--- src/rtl/lcd_stream_drive_if.sv ---
// LCD panel drive controller with an AHB-Lite register slave.
// Generates VSYNC/HSYNC/DE timing for a programmable frame and pulls
// pixels from a valid/ready stream, PPC pixels per beat.
// Optional feature macro: LCD_DRIVE_BR_EN adds a saturating brightness
// stage (registers 8/9) and one extra pipeline stage on all timing outputs.
module lcd_stream_drive_if #(
  parameter int W_ADDR      = 32,
  parameter int W_DATA      = 32,
  parameter int W_WB_DATA   = 2,
  parameter int IMG_PIX_W   = 8,
  parameter int PPC         = 2,
  parameter int W_SIZE      = 12,
  parameter int W_DELAY     = 12,
  parameter int WIDTH       = 768,
  parameter int HEIGHT      = 512,
  parameter int VSYNC_DELAY = 100,
  parameter int HSYNC_DELAY = 160,
  parameter int FRAME_GAP   = 200
) (
  input  logic                         HCLK,
  input  logic                         HRESETn,
  input  logic                         sl_HSEL,
  input  logic                         sl_HREADY,
  input  logic                         sl_HWRITE,
  input  logic [1:0]                   sl_HTRANS,
  input  logic [2:0]                   sl_HBURST,
  input  logic [2:0]                   sl_HSIZE,
  input  logic [W_ADDR-1:0]            sl_HADDR,
  input  logic [W_DATA-1:0]            sl_HWDATA,
  output logic                         out_sl_HREADY,
  output logic [1:0]                   out_sl_HRESP,
  output logic [W_DATA-1:0]            out_sl_HRDATA,
  input  logic                         in_valid,
  output logic                         in_ready,
  input  logic [PPC*3*IMG_PIX_W-1:0]   in_data,
  output logic                         out_vsync,
  output logic                         out_hsync,
  output logic                         out_de,
  output logic [PPC*3*IMG_PIX_W-1:0]   out_data,
  output logic [W_SIZE-1:0]            out_row,
  output logic [W_SIZE-1:0]            out_col,
  output logic                         irq
);
  localparam int DW = PPC*3*IMG_PIX_W;
  localparam logic [2:0] ST_IDLE = 3'd0, ST_VSYNC = 3'd1, ST_HSYNC = 3'd2,
                         ST_DATA = 3'd3, ST_GAP = 3'd4;

  logic [3:0]          addr_reg;
  logic                wr_reg;
  logic [W_SIZE-1:0]   width_reg, height_reg, row_reg, col_reg, row_next, col_next;
  logic [W_DELAY-1:0]  vsync_delay_reg, hsync_delay_reg, frame_gap_reg;
  logic [W_DELAY-1:0]  cnt_reg, cnt_next, cur_delay;
  logic                start_reg, cont_reg, irq_en_reg, underflow_reg, frame_done_reg;
  logic [15:0]         frame_cnt_reg;
  logic [2:0]          state_reg, state_next;
  logic                ctrl_wr, status_wr, abort_pulse, start_eff, clr_start;
  logic                delay_done, fire, line_end, last_row, frame_end;
  logic                p1_vs, p1_hs, p1_de;
  logic [DW-1:0]       p1_data;
  logic [W_SIZE-1:0]   p1_row, p1_col;
  logic                unused_ok;

  assign unused_ok     = ^{sl_HBURST, sl_HSIZE, sl_HADDR, sl_HWDATA};
  assign out_sl_HREADY = 1'b1;
  assign out_sl_HRESP  = 2'b00;

  // Capture the AHB address phase of NONSEQ/SEQ transfers
  always_ff @(posedge HCLK or negedge HRESETn) begin
    if (!HRESETn) begin
      addr_reg <= '0;
      wr_reg   <= 1'b0;
    end else if (sl_HSEL && sl_HREADY && sl_HTRANS[1]) begin
      addr_reg <= sl_HADDR[W_WB_DATA+3:W_WB_DATA];
      wr_reg   <= sl_HWRITE;
    end else begin
      wr_reg   <= 1'b0;
    end
  end

  assign ctrl_wr     = wr_reg && (addr_reg == 4'd5);
  assign status_wr   = wr_reg && (addr_reg == 4'd6);
  assign abort_pulse = ctrl_wr && sl_HWDATA[3];
  // A start written this cycle is acted on immediately by the FSM
  assign start_eff   = ctrl_wr ? sl_HWDATA[0] : start_reg;

  assign cur_delay  = (state_reg == ST_VSYNC) ? vsync_delay_reg :
                      (state_reg == ST_HSYNC) ? hsync_delay_reg : frame_gap_reg;
  // Zero delays still occupy one cycle
  assign delay_done = ({1'b0, cnt_reg} + (W_DELAY+1)'(1)) >= {1'b0, cur_delay};
  assign fire       = (state_reg == ST_DATA) && in_valid;
  assign line_end   = ({1'b0, col_reg} + (W_SIZE+1)'(PPC)) >= {1'b0, width_reg};
  assign last_row   = ({1'b0, row_reg} + (W_SIZE+1)'(1)) >= {1'b0, height_reg};
  assign frame_end  = fire && line_end && last_row;
  assign clr_start  = abort_pulse ||
                      ((state_reg == ST_GAP) && delay_done && !(cont_reg && start_eff));
  assign in_ready   = (state_reg == ST_DATA);
  assign irq        = irq_en_reg && (underflow_reg || frame_done_reg);

  // Register file writes, sticky status and frame counting
  always_ff @(posedge HCLK or negedge HRESETn) begin
    if (!HRESETn) begin
      width_reg       <= W_SIZE'(WIDTH);
      height_reg      <= W_SIZE'(HEIGHT);
      vsync_delay_reg <= W_DELAY'(VSYNC_DELAY);
      hsync_delay_reg <= W_DELAY'(HSYNC_DELAY);
      frame_gap_reg   <= W_DELAY'(FRAME_GAP);
      start_reg       <= 1'b0;
      cont_reg        <= 1'b0;
      irq_en_reg      <= 1'b0;
      underflow_reg   <= 1'b0;
      frame_done_reg  <= 1'b0;
      frame_cnt_reg   <= '0;
    end else begin
      if (wr_reg && addr_reg == 4'd0) width_reg       <= sl_HWDATA[W_SIZE-1:0];
      if (wr_reg && addr_reg == 4'd1) height_reg      <= sl_HWDATA[W_SIZE-1:0];
      if (wr_reg && addr_reg == 4'd2) vsync_delay_reg <= sl_HWDATA[W_DELAY-1:0];
      if (wr_reg && addr_reg == 4'd3) hsync_delay_reg <= sl_HWDATA[W_DELAY-1:0];
      if (wr_reg && addr_reg == 4'd4) frame_gap_reg   <= sl_HWDATA[W_DELAY-1:0];
      if (ctrl_wr) begin
        cont_reg   <= sl_HWDATA[1];
        irq_en_reg <= sl_HWDATA[2];
      end
      start_reg <= clr_start ? 1'b0 : start_eff;
      // Set events are placed after W1C so a coinciding set wins
      if (status_wr && sl_HWDATA[1]) underflow_reg  <= 1'b0;
      if (status_wr && sl_HWDATA[2]) frame_done_reg <= 1'b0;
      if ((state_reg == ST_DATA) && !in_valid) underflow_reg <= 1'b1;
      if (frame_end) begin
        frame_done_reg <= 1'b1;
        frame_cnt_reg  <= frame_cnt_reg + 16'd1;
      end
    end
  end

  // Frame timing state machine next-state logic
  always_comb begin
    state_next = state_reg;
    cnt_next   = cnt_reg;
    row_next   = row_reg;
    col_next   = col_reg;
    case (state_reg)
      ST_IDLE: if (start_eff) begin
        state_next = ST_VSYNC;
        cnt_next   = '0;
      end
      ST_VSYNC, ST_HSYNC: begin
        if (delay_done) begin
          state_next = (state_reg == ST_VSYNC) ? ST_HSYNC : ST_DATA;
          cnt_next   = '0;
        end else begin
          cnt_next = cnt_reg + W_DELAY'(1);
        end
      end
      ST_DATA: if (in_valid) begin
        if (line_end) begin
          col_next   = '0;
          cnt_next   = '0;
          row_next   = last_row ? '0 : row_reg + W_SIZE'(1);
          state_next = last_row ? ST_GAP : ST_HSYNC;
        end else begin
          col_next = col_reg + W_SIZE'(PPC);
        end
      end
      ST_GAP: begin
        if (delay_done) begin
          cnt_next   = '0;
          state_next = (cont_reg && start_eff) ? ST_VSYNC : ST_IDLE;
        end else begin
          cnt_next = cnt_reg + W_DELAY'(1);
        end
      end
      default: state_next = ST_IDLE;
    endcase
    if (abort_pulse) begin
      state_next = ST_IDLE;
      cnt_next   = '0;
      row_next   = '0;
      col_next   = '0;
    end
  end

  // Frame timing state machine registers
  always_ff @(posedge HCLK or negedge HRESETn) begin
    if (!HRESETn) begin
      state_reg <= ST_IDLE;
      cnt_reg   <= '0;
      row_reg   <= '0;
      col_reg   <= '0;
    end else begin
      state_reg <= state_next;
      cnt_reg   <= cnt_next;
      row_reg   <= row_next;
      col_reg   <= col_next;
    end
  end

  // First output stage: timing flags and the accepted beat
  always_ff @(posedge HCLK or negedge HRESETn) begin
    if (!HRESETn) begin
      p1_vs   <= 1'b0;
      p1_hs   <= 1'b0;
      p1_de   <= 1'b0;
      p1_data <= '0;
      p1_row  <= '0;
      p1_col  <= '0;
    end else begin
      p1_vs   <= (state_reg == ST_VSYNC);
      p1_hs   <= (state_reg == ST_HSYNC);
      p1_de   <= fire;
      p1_data <= fire ? in_data : '0;
      if (fire) begin
        p1_row <= row_reg;
        p1_col <= col_reg;
      end
    end
  end

`ifdef LCD_DRIVE_BR_EN
  logic                 br_mode_reg;
  logic [IMG_PIX_W-1:0] br_value_reg;
  logic [DW-1:0]        br_data;
  logic                 p2_vs, p2_hs, p2_de;
  logic [DW-1:0]        p2_data;
  logic [W_SIZE-1:0]    p2_row, p2_col;

  // Brightness registers
  always_ff @(posedge HCLK or negedge HRESETn) begin
    if (!HRESETn) begin
      br_mode_reg  <= 1'b0;
      br_value_reg <= '0;
    end else begin
      if (wr_reg && addr_reg == 4'd8) br_mode_reg  <= sl_HWDATA[0];
      if (wr_reg && addr_reg == 4'd9) br_value_reg <= sl_HWDATA[IMG_PIX_W-1:0];
    end
  end

  // Saturating add/subtract per channel; the extra MSB is carry or borrow
  for (genvar gi = 0; gi < PPC*3; gi++) begin : g_br
    logic [IMG_PIX_W-1:0] ch;
    logic [IMG_PIX_W:0]   sum;
    assign ch  = p1_data[gi*IMG_PIX_W +: IMG_PIX_W];
    assign sum = br_mode_reg ? ({1'b0, ch} - {1'b0, br_value_reg})
                             : ({1'b0, ch} + {1'b0, br_value_reg});
    assign br_data[gi*IMG_PIX_W +: IMG_PIX_W] =
      sum[IMG_PIX_W] ? (br_mode_reg ? '0 : '1) : sum[IMG_PIX_W-1:0];
  end

  // Second output stage keeps every timing output aligned with the adjusted pixels
  always_ff @(posedge HCLK or negedge HRESETn) begin
    if (!HRESETn) begin
      p2_vs   <= 1'b0;
      p2_hs   <= 1'b0;
      p2_de   <= 1'b0;
      p2_data <= '0;
      p2_row  <= '0;
      p2_col  <= '0;
    end else begin
      p2_vs   <= p1_vs;
      p2_hs   <= p1_hs;
      p2_de   <= p1_de;
      p2_data <= p1_de ? br_data : '0;
      p2_row  <= p1_row;
      p2_col  <= p1_col;
    end
  end

  assign out_vsync = p2_vs;
  assign out_hsync = p2_hs;
  assign out_de    = p2_de;
  assign out_data  = p2_data;
  assign out_row   = p2_row;
  assign out_col   = p2_col;
`else
  assign out_vsync = p1_vs;
  assign out_hsync = p1_hs;
  assign out_de    = p1_de;
  assign out_data  = p1_data;
  assign out_row   = p1_row;
  assign out_col   = p1_col;
`endif

  // Read mux from the captured register index
  always_comb begin
    out_sl_HRDATA = '0;
    case (addr_reg)
      4'd0: out_sl_HRDATA[W_SIZE-1:0]  = width_reg;
      4'd1: out_sl_HRDATA[W_SIZE-1:0]  = height_reg;
      4'd2: out_sl_HRDATA[W_DELAY-1:0] = vsync_delay_reg;
      4'd3: out_sl_HRDATA[W_DELAY-1:0] = hsync_delay_reg;
      4'd4: out_sl_HRDATA[W_DELAY-1:0] = frame_gap_reg;
      4'd5: out_sl_HRDATA[2:0] = {irq_en_reg, cont_reg, start_reg};
      4'd6: out_sl_HRDATA[2:0] = {frame_done_reg, underflow_reg, state_reg != ST_IDLE};
      4'd7: out_sl_HRDATA[15:0] = frame_cnt_reg;
`ifdef LCD_DRIVE_BR_EN
      4'd8: out_sl_HRDATA[0] = br_mode_reg;
      4'd9: out_sl_HRDATA[IMG_PIX_W-1:0] = br_value_reg;
`endif
      default: out_sl_HRDATA = '0;
    endcase
  end
endmodule

--- config.mk ---
export PLATFORM = sky130hd
export DESIGN_NAME = lcd_stream_drive_if
export DESIGN_NICKNAME = d
export VERILOG_FILES = /design/src/rtl/lcd_stream_drive_if.sv
export SDC_FILE = /design/constraint.sdc
export NUM_CORES = 1
export LEC_CHECK = 0
export CAP_MARGIN = 5
export CORE_ASPECT_RATIO = 1.5
export CORE_UTILIZATION = 46
export DETAILED_ROUTE_END_ITERATION = 12
export PLACE_DENSITY = 0.8
export SETUP_SLACK_MARGIN = 0.1
export SLEW_MARGIN = 20
export SYNTH_ARGS = -nofsm -noshare
export SYNTH_HDL_FRONTEND = slang
export SYNTH_SLANG_ARGS = --single-unit
--- constraint.sdc ---
create_clock -name HCLK -period 3.3 [get_ports HCLK]
set_clock_uncertainty 0.1 [all_clocks]
set_input_delay 0.66 -clock HCLK [delete_from_list [all_inputs] [get_ports HCLK]]
set_output_delay 0.66 -clock HCLK [all_outputs]
set_load 0.1 [all_outputs]
# Word level (Yosys, flattened, before mapping)
# Index checks and enable logic that the tools add are counted.
# totals
register_bits	200
latchBits	0
ram_bits	0
rom_bits	0
output_inout_bits	112
memories	0
# classes
n_addsub	7
multipliers	0
n_div	0
order_cmp	3
n_eq_ne	16
shifts	0
n_mux	38
n_bitwise	0
reduce_logical	39
# ops
op	n
12-bit 2-to-1 mux	16
9-bit one-hot mux with 6 select lines	1
48-bit 2-to-1 mux	1
13-bit by 12-bit greater-or-equal comparator with 1-bit output	3
12-bit one-hot mux with 3 select lines	1
12-bit by 1-bit adder with 13-bit output, second input constant	2
12-bit by 1-bit adder with 12-bit output, second input constant	2
3-bit one-hot mux with 8 select lines	1
3-bit 2-to-1 mux	7
1-bit logical AND	20
16-bit by 1-bit adder with 16-bit output, second input constant	1
4-bit by 3-bit equality test with 1-bit output, second input constant	4
12-bit by 2-bit adder with 13-bit output, second input constant	1
12-bit by 2-bit adder with 12-bit output, second input constant	1
3-bit one-hot mux with 4 select lines	1
2-bit nonzero test	5
1-bit 2-to-1 mux	9
3-bit inequality test, second input constant	3
4-bit by 2-bit equality test with 1-bit output, second input constant	2
3-bit by 2-bit equality test with 1-bit output, second input constant	2
5-bit AND reduction	1
4-bit by 1-bit equality test with 1-bit output, second input constant	1
4-bit zero test	1
4-bit 2-to-1 mux	1
14 further kinds	16

# Depth between registers and ports, before layout
# Gate-level depths: netlist of run 1.
# logic_depth
depth_word	8
depth_mapped	14
depth_no_buf	12

# Least setup slack after synthesis of run 1
# OpenSTA, ideal clock, no wires.
# synth_timing
path_kind	reg2reg
from	reg state_reg[0]
to	reg state_reg[0]
setup_ps	125
arrival_time_ps	3340
setup_slack_ps	-264
stages_incl_launch_ff	13
period_less_slack_ps	3564
cell_sequence	dfrtp_1 clkbuf_1 nor3b_1 clkbuf_1 a22o_1 a21oi_1 ha_1 and4_1 a41o_1 o2111ai_1 nand3_1 o211ai_1 mux2_2
# synth_between
elab_chain_len	6
# synth_lines
item	line	source
start: declaration	55	logic [2:0] state_reg, state_next;
start signal: assignment	190	state_reg <= state_next;
3-bit by 2-bit equality test with 1-bit output	87, 141	
12-bit 2-to-1 mux	87	(state_reg == ST_HSYNC) ? hsync_delay_reg : frame_gap_reg;
12-bit 2-to-1 mux	86	assign cur_delay = (state_reg == ST_VSYNC) ? vsync_delay_reg :
13-bit by 12-bit greater-or-equal comparator with 1-bit output	89	assign delay_done = ({1'b0, cnt_reg} + (W_DELAY+1)'(1)) >= {1'b0, cur_delay};
3-bit inequality test (no line)	n/a	
5-bit AND reduction (no line)	n/a	
# Several ways; a longest one is shown, not always the timed one. The select of a mux whose other input is x is not followed.
# A chain may end at the register's enable or synchronous reset.

# Worst setup path in the final report of run 1
# layout_timing
from	reg state_reg[0]
to	reg state_reg[2]
# The elaborated chain is that of the path after synthesis.

==> results of run 1 <==
## cells in the mapped netlist (3+ instances only)
cell	instances	area share (%)
buf_4	21	1.6
nand4_1	8	0.50
a22oi_1	33	2.5
or2_2	5	0.31
and4_1	4	0.35
nor4_1	5	0.31
nor2b_1	7	0.44
a211oi_1	6	0.45
dfrtp_1	187	47
xor2_1	24	2.1
a21oi_1	41	2.0
o2bb2ai_1	3	0.26
clkbuf_1	36	1.3
buf_2	12	0.60
xnor2_1	14	1.2
nor2_1	25	0.94
inv_1	32	1.2
nand3b_1	3	0.22
a221oi_1	4	0.35
a21o_1	10	0.75
a22o_1	18	1.6
nor3_2	6	0.60
o21ai_0	23	1.1
dfstp_2	11	2.9
nor3_1	12	0.60
nor4_2	3	0.37
mux2_2	60	6.7
ha_1	39	4.9
and2_1	7	0.44
and3_1	59	3.7
o21a_1	7	0.52
nand3_1	53	2.6
nand2_1	132	4.9
nand2b_1	10	0.62
## kinds of logic after synthesis
logic type | synth area share (%)
AND/OR/NAND/NOR | 18.5
adder cells (fa/ha/maj) | 4.87
AO/OA/AOI/OAI | 11.7
flip-flops | 49.6
XOR/XNOR | 3.32
other | 0.0750
buffers and inverters | 4.92
multiplexers | 6.95
## routing by layer
layer  up-vias  GRT usage, %
met5         -             0
met4         0          12.0
met3        72          4.88
met2       280          41.3
met1      4018          27.7
li1       3767             -
## layout by cell type (no fill, tap or decap), types with 5 or more instances in the layout
cell / Yosys / final
o21a_1: 7 / 6
nor3_1: 12 / 11
or2_2: 5 / 5
nor3_2: 6 / 6
dfrtp_1: 187 / 182
nor2_1: 25 / 21
xnor2_1: 14 / 13
buf_12: 0 / 22
inv_1: 32 / 32
a22o_1: 18 / 17
nand3_1: 53 / 50
nand4_1: 8 / 8
a21oi_2: 0 / 5
conb_1: 2 / 20
clkbuf_16: 0 / 20
nor2b_1: 7 / 7
dfstp_2: 11 / 11
ha_1: 39 / 36
o21ai_0: 23 / 23
nand2b_1: 10 / 9
dfrtp_2: 0 / 5
a211oi_1: 6 / 6
a21o_1: 10 / 10
nand2_1: 132 / 131
a21oi_1: 41 / 34
buf_4: 21 / 128
xor2_1: 24 / 24
nor4_2: 3 / 5
a22oi_1: 33 / 33
and3_1: 59 / 55
clkdlybuf4s50_1: 0 / 69
and2_1: 7 / 7
mux2_2: 60 / 60
## power breakdown
group | internal, uW | switching (uW) | total, uW
logic | 1410 | 2770 | 4180
registers | 2840 | 339 | 3180
clock network | 1090 | 985 | 2070
total | 5340 | 4090 | 9430
## final timing paths
kind	startpoint	cells after the start	slack, ns	to
setup / recovery	state_reg[0]	12	0.09	state_reg[2]
hold reg to reg	frame_cnt_reg[15]	1	0.36	frame_cnt_reg[15]
min in group HCLK	frame_cnt_reg[15]	1	0.36	frame_cnt_reg[15]
setup reg to reg	state_reg[0]	12	0.09	state_reg[2]
hold / removal	HRESETn	1	0.14	addr_reg[1]
max in group asynchronous	HRESETn	2	2.10	frame_gap_reg[6]
## final cells by class
| class | count | share of cell area, % |
|---|---|---|
| clock buffers | 19 | 3.38 |
| clock inverters | 13 | 1.07 |
| inverters | 32 | 0.917 |
| multi-input cells | 681 | 37.2 |
| flip-flops and latches | 198 | 38.0 |
| well taps | 268 | 2.56 |
| repair buffers | 226 | 16.9 |
## timing repair
item	CTS	global route
gates cloned	0	3
setup endpoints to repair	17	44
resized for setup	9	37
pin swaps	4	11
setup buffers	3	12
hold endpoints to repair	0	0
## metrics by stage
| stage | util (%) | TNS (ns) | area, um^2 |
|---|---|---|---|
| finish | 61.7 | 0 | 13100 |
| global route | 61.7 | -0.0274 | 13100 |
| CTS | 60.0 | 0 | 12700 |
| detailed placement | 57.0 | 0 | 12100 |
| global placement | 57.0 | 0 | 12100 |
| floorplan | - | 0 | 10100 |
==> summary.md, run 1 <==
| Metric | Value |
|---|---|
| Run status | finished, final reports clean |
| Largest register FFs | 48 |
| Final Cycle Share | between 90% and 100% |
| Number of DRC markers in iteration 0 | 490 |
| Sequential area share after synthesis | just under 50% |
| Wire length per cell | around 18 um |
| Req. time, crit path | about 3.5 ns |
| Placed insts | between 1000 and 1500 |
| Total power | between 9000 and 10000 uW |
| Synth Register Bits | 198 |
| Via density | roughly 5.7 |
| Initial antenna violation count | 0 |
| Min-delay worst type | input port to asynchronous set/reset pin |
| Met3 Wirelength | around 1.3 mm |
| Post-synth EDFFs | 0 |
| Worst slew pin tran | 0.893 ns |
| Area of the mapped netlist | approximately 10000 um^2 |
| Max IR drop VDD | ~0.67 mV |
| Rows | 65 |
| CP Capture Type | flop |
| Post-Layout Cell Count | roughly 1400 |
| Max-cap violation count | 0 |
| WL met1 | between 10 and 15 mm |
| Top FF cell, synth | dfrtp_1 |
| FFs w/ async S/R, synth | between 90% and 100% |
| Ports | 238 |
| Remaining DRCs | 0 |
| Highest routing layer actually used | met4 |
| Reg area | approximately 5000 um^2 |
| Area of the multi-input gates | approximately 5000 um^2 |
| Die X | between 100 and 150 um |
| Nets | 1321 |
| Root buf cell | clkbuf_16 |
| Crit path max-delay family | compound AO/OA/AOI/OAI gates |
| Vias in the first global route | roughly 8000 |
| Cells after synthesis | slightly below 1000 |
| Worst skew pair latency | 0.45 ns |
| H-tree depth | 4 |
| CP max-delay cell | dfrtp_1 |
| Number of library cell types mapped by synthesis | 70 |
| CTS tree | done |
| Fillcell total | between 1500 and 2000 |
| Avg Cell Area, Syn | approximately 10 um^2 |
| Max incr delay on CP | between 0.4 and 0.5 ns |
| Antenna-violating nets left | 0 |
| Total wire length | 26.5 mm |
| Share of cells above drive strength 1 | 27.8% |
| Worst slew margin | between 40% and 50% |
| Area Overhead vs Synth | 30.7% |
| Die area | between 20000 and 25000 um^2 |
| RSZ-0062 raised after global routing | true |
| Leak | about 0.0065 uW |
| DP Wirelength | 18.8 mm |
| DR vias | 8137 |
| Routed wl met2 | roughly 14 mm |
| Dpl ws | ~0.0094 ns |
| Post-layout min period | between 3 and 4 ns |
| CTS Buffer Depth | 2 |
| Gpl congestion | slightly below 0.9 |
| Total gr overflow | 0 |
| Initial Utilization | 47.2% |
| Max frequency | 311 MHz |
| Worst setup SP type | flop |
| Reg clk slew, reported paths | about 0.070 ns |
| Core Area | 21200 um^2 |
| Total Routing Usage GR | a little under a quarter |
| Post-CTS Hold Buffers | 0 |
| Hold WS | between 0.1 and 0.15 ns |
| PortBufs | 162 |
| Final number of setup-violating endpoints | 0 |
| Worst-path cell chain | nor3b_4 -> buf_4 -> buf_12 -> a22o_1 -> a21oi_2 -> ha_1 -> and4_4 -> a41o_1 -> o2111ai_2 -> nand3_2 -> o211ai_1 -> mux2_2 |
| # diodes | 0 |
| Pre-antenna DRT Iters | 5 |
| Pwr Density | 720 nW/um^2 |
| Num Clock Sinks | 198 |
| Crit Path Max Fanout | 7 |
| Worst Path Arrival | approximately 3.4 ns |
| Pin count of the biggest net entering global routing | between 70 and 80 |
| Critical path type | flop to flop |
| Yosys warning count | 0 |
| Setup ws final | 0.0895 ns |
| Final slew viol count | 0 |
| Bufs and invs on worst path | 2 |
| Clock buffer count from CTS | 17 |
| First-pass GRT wire length | 41.3 mm |
| Die height | 183 um |
| Final Hold Viols | 0 |
No activity file was read; power rests on OpenSTA's default activity.
==> run 2, diff against run 1 <==
CTS_CLUSTER_SIZE = 40   (was unset)
==> results of run 2 <==
Final layout, timing and power as in run 1 (identical DEF).
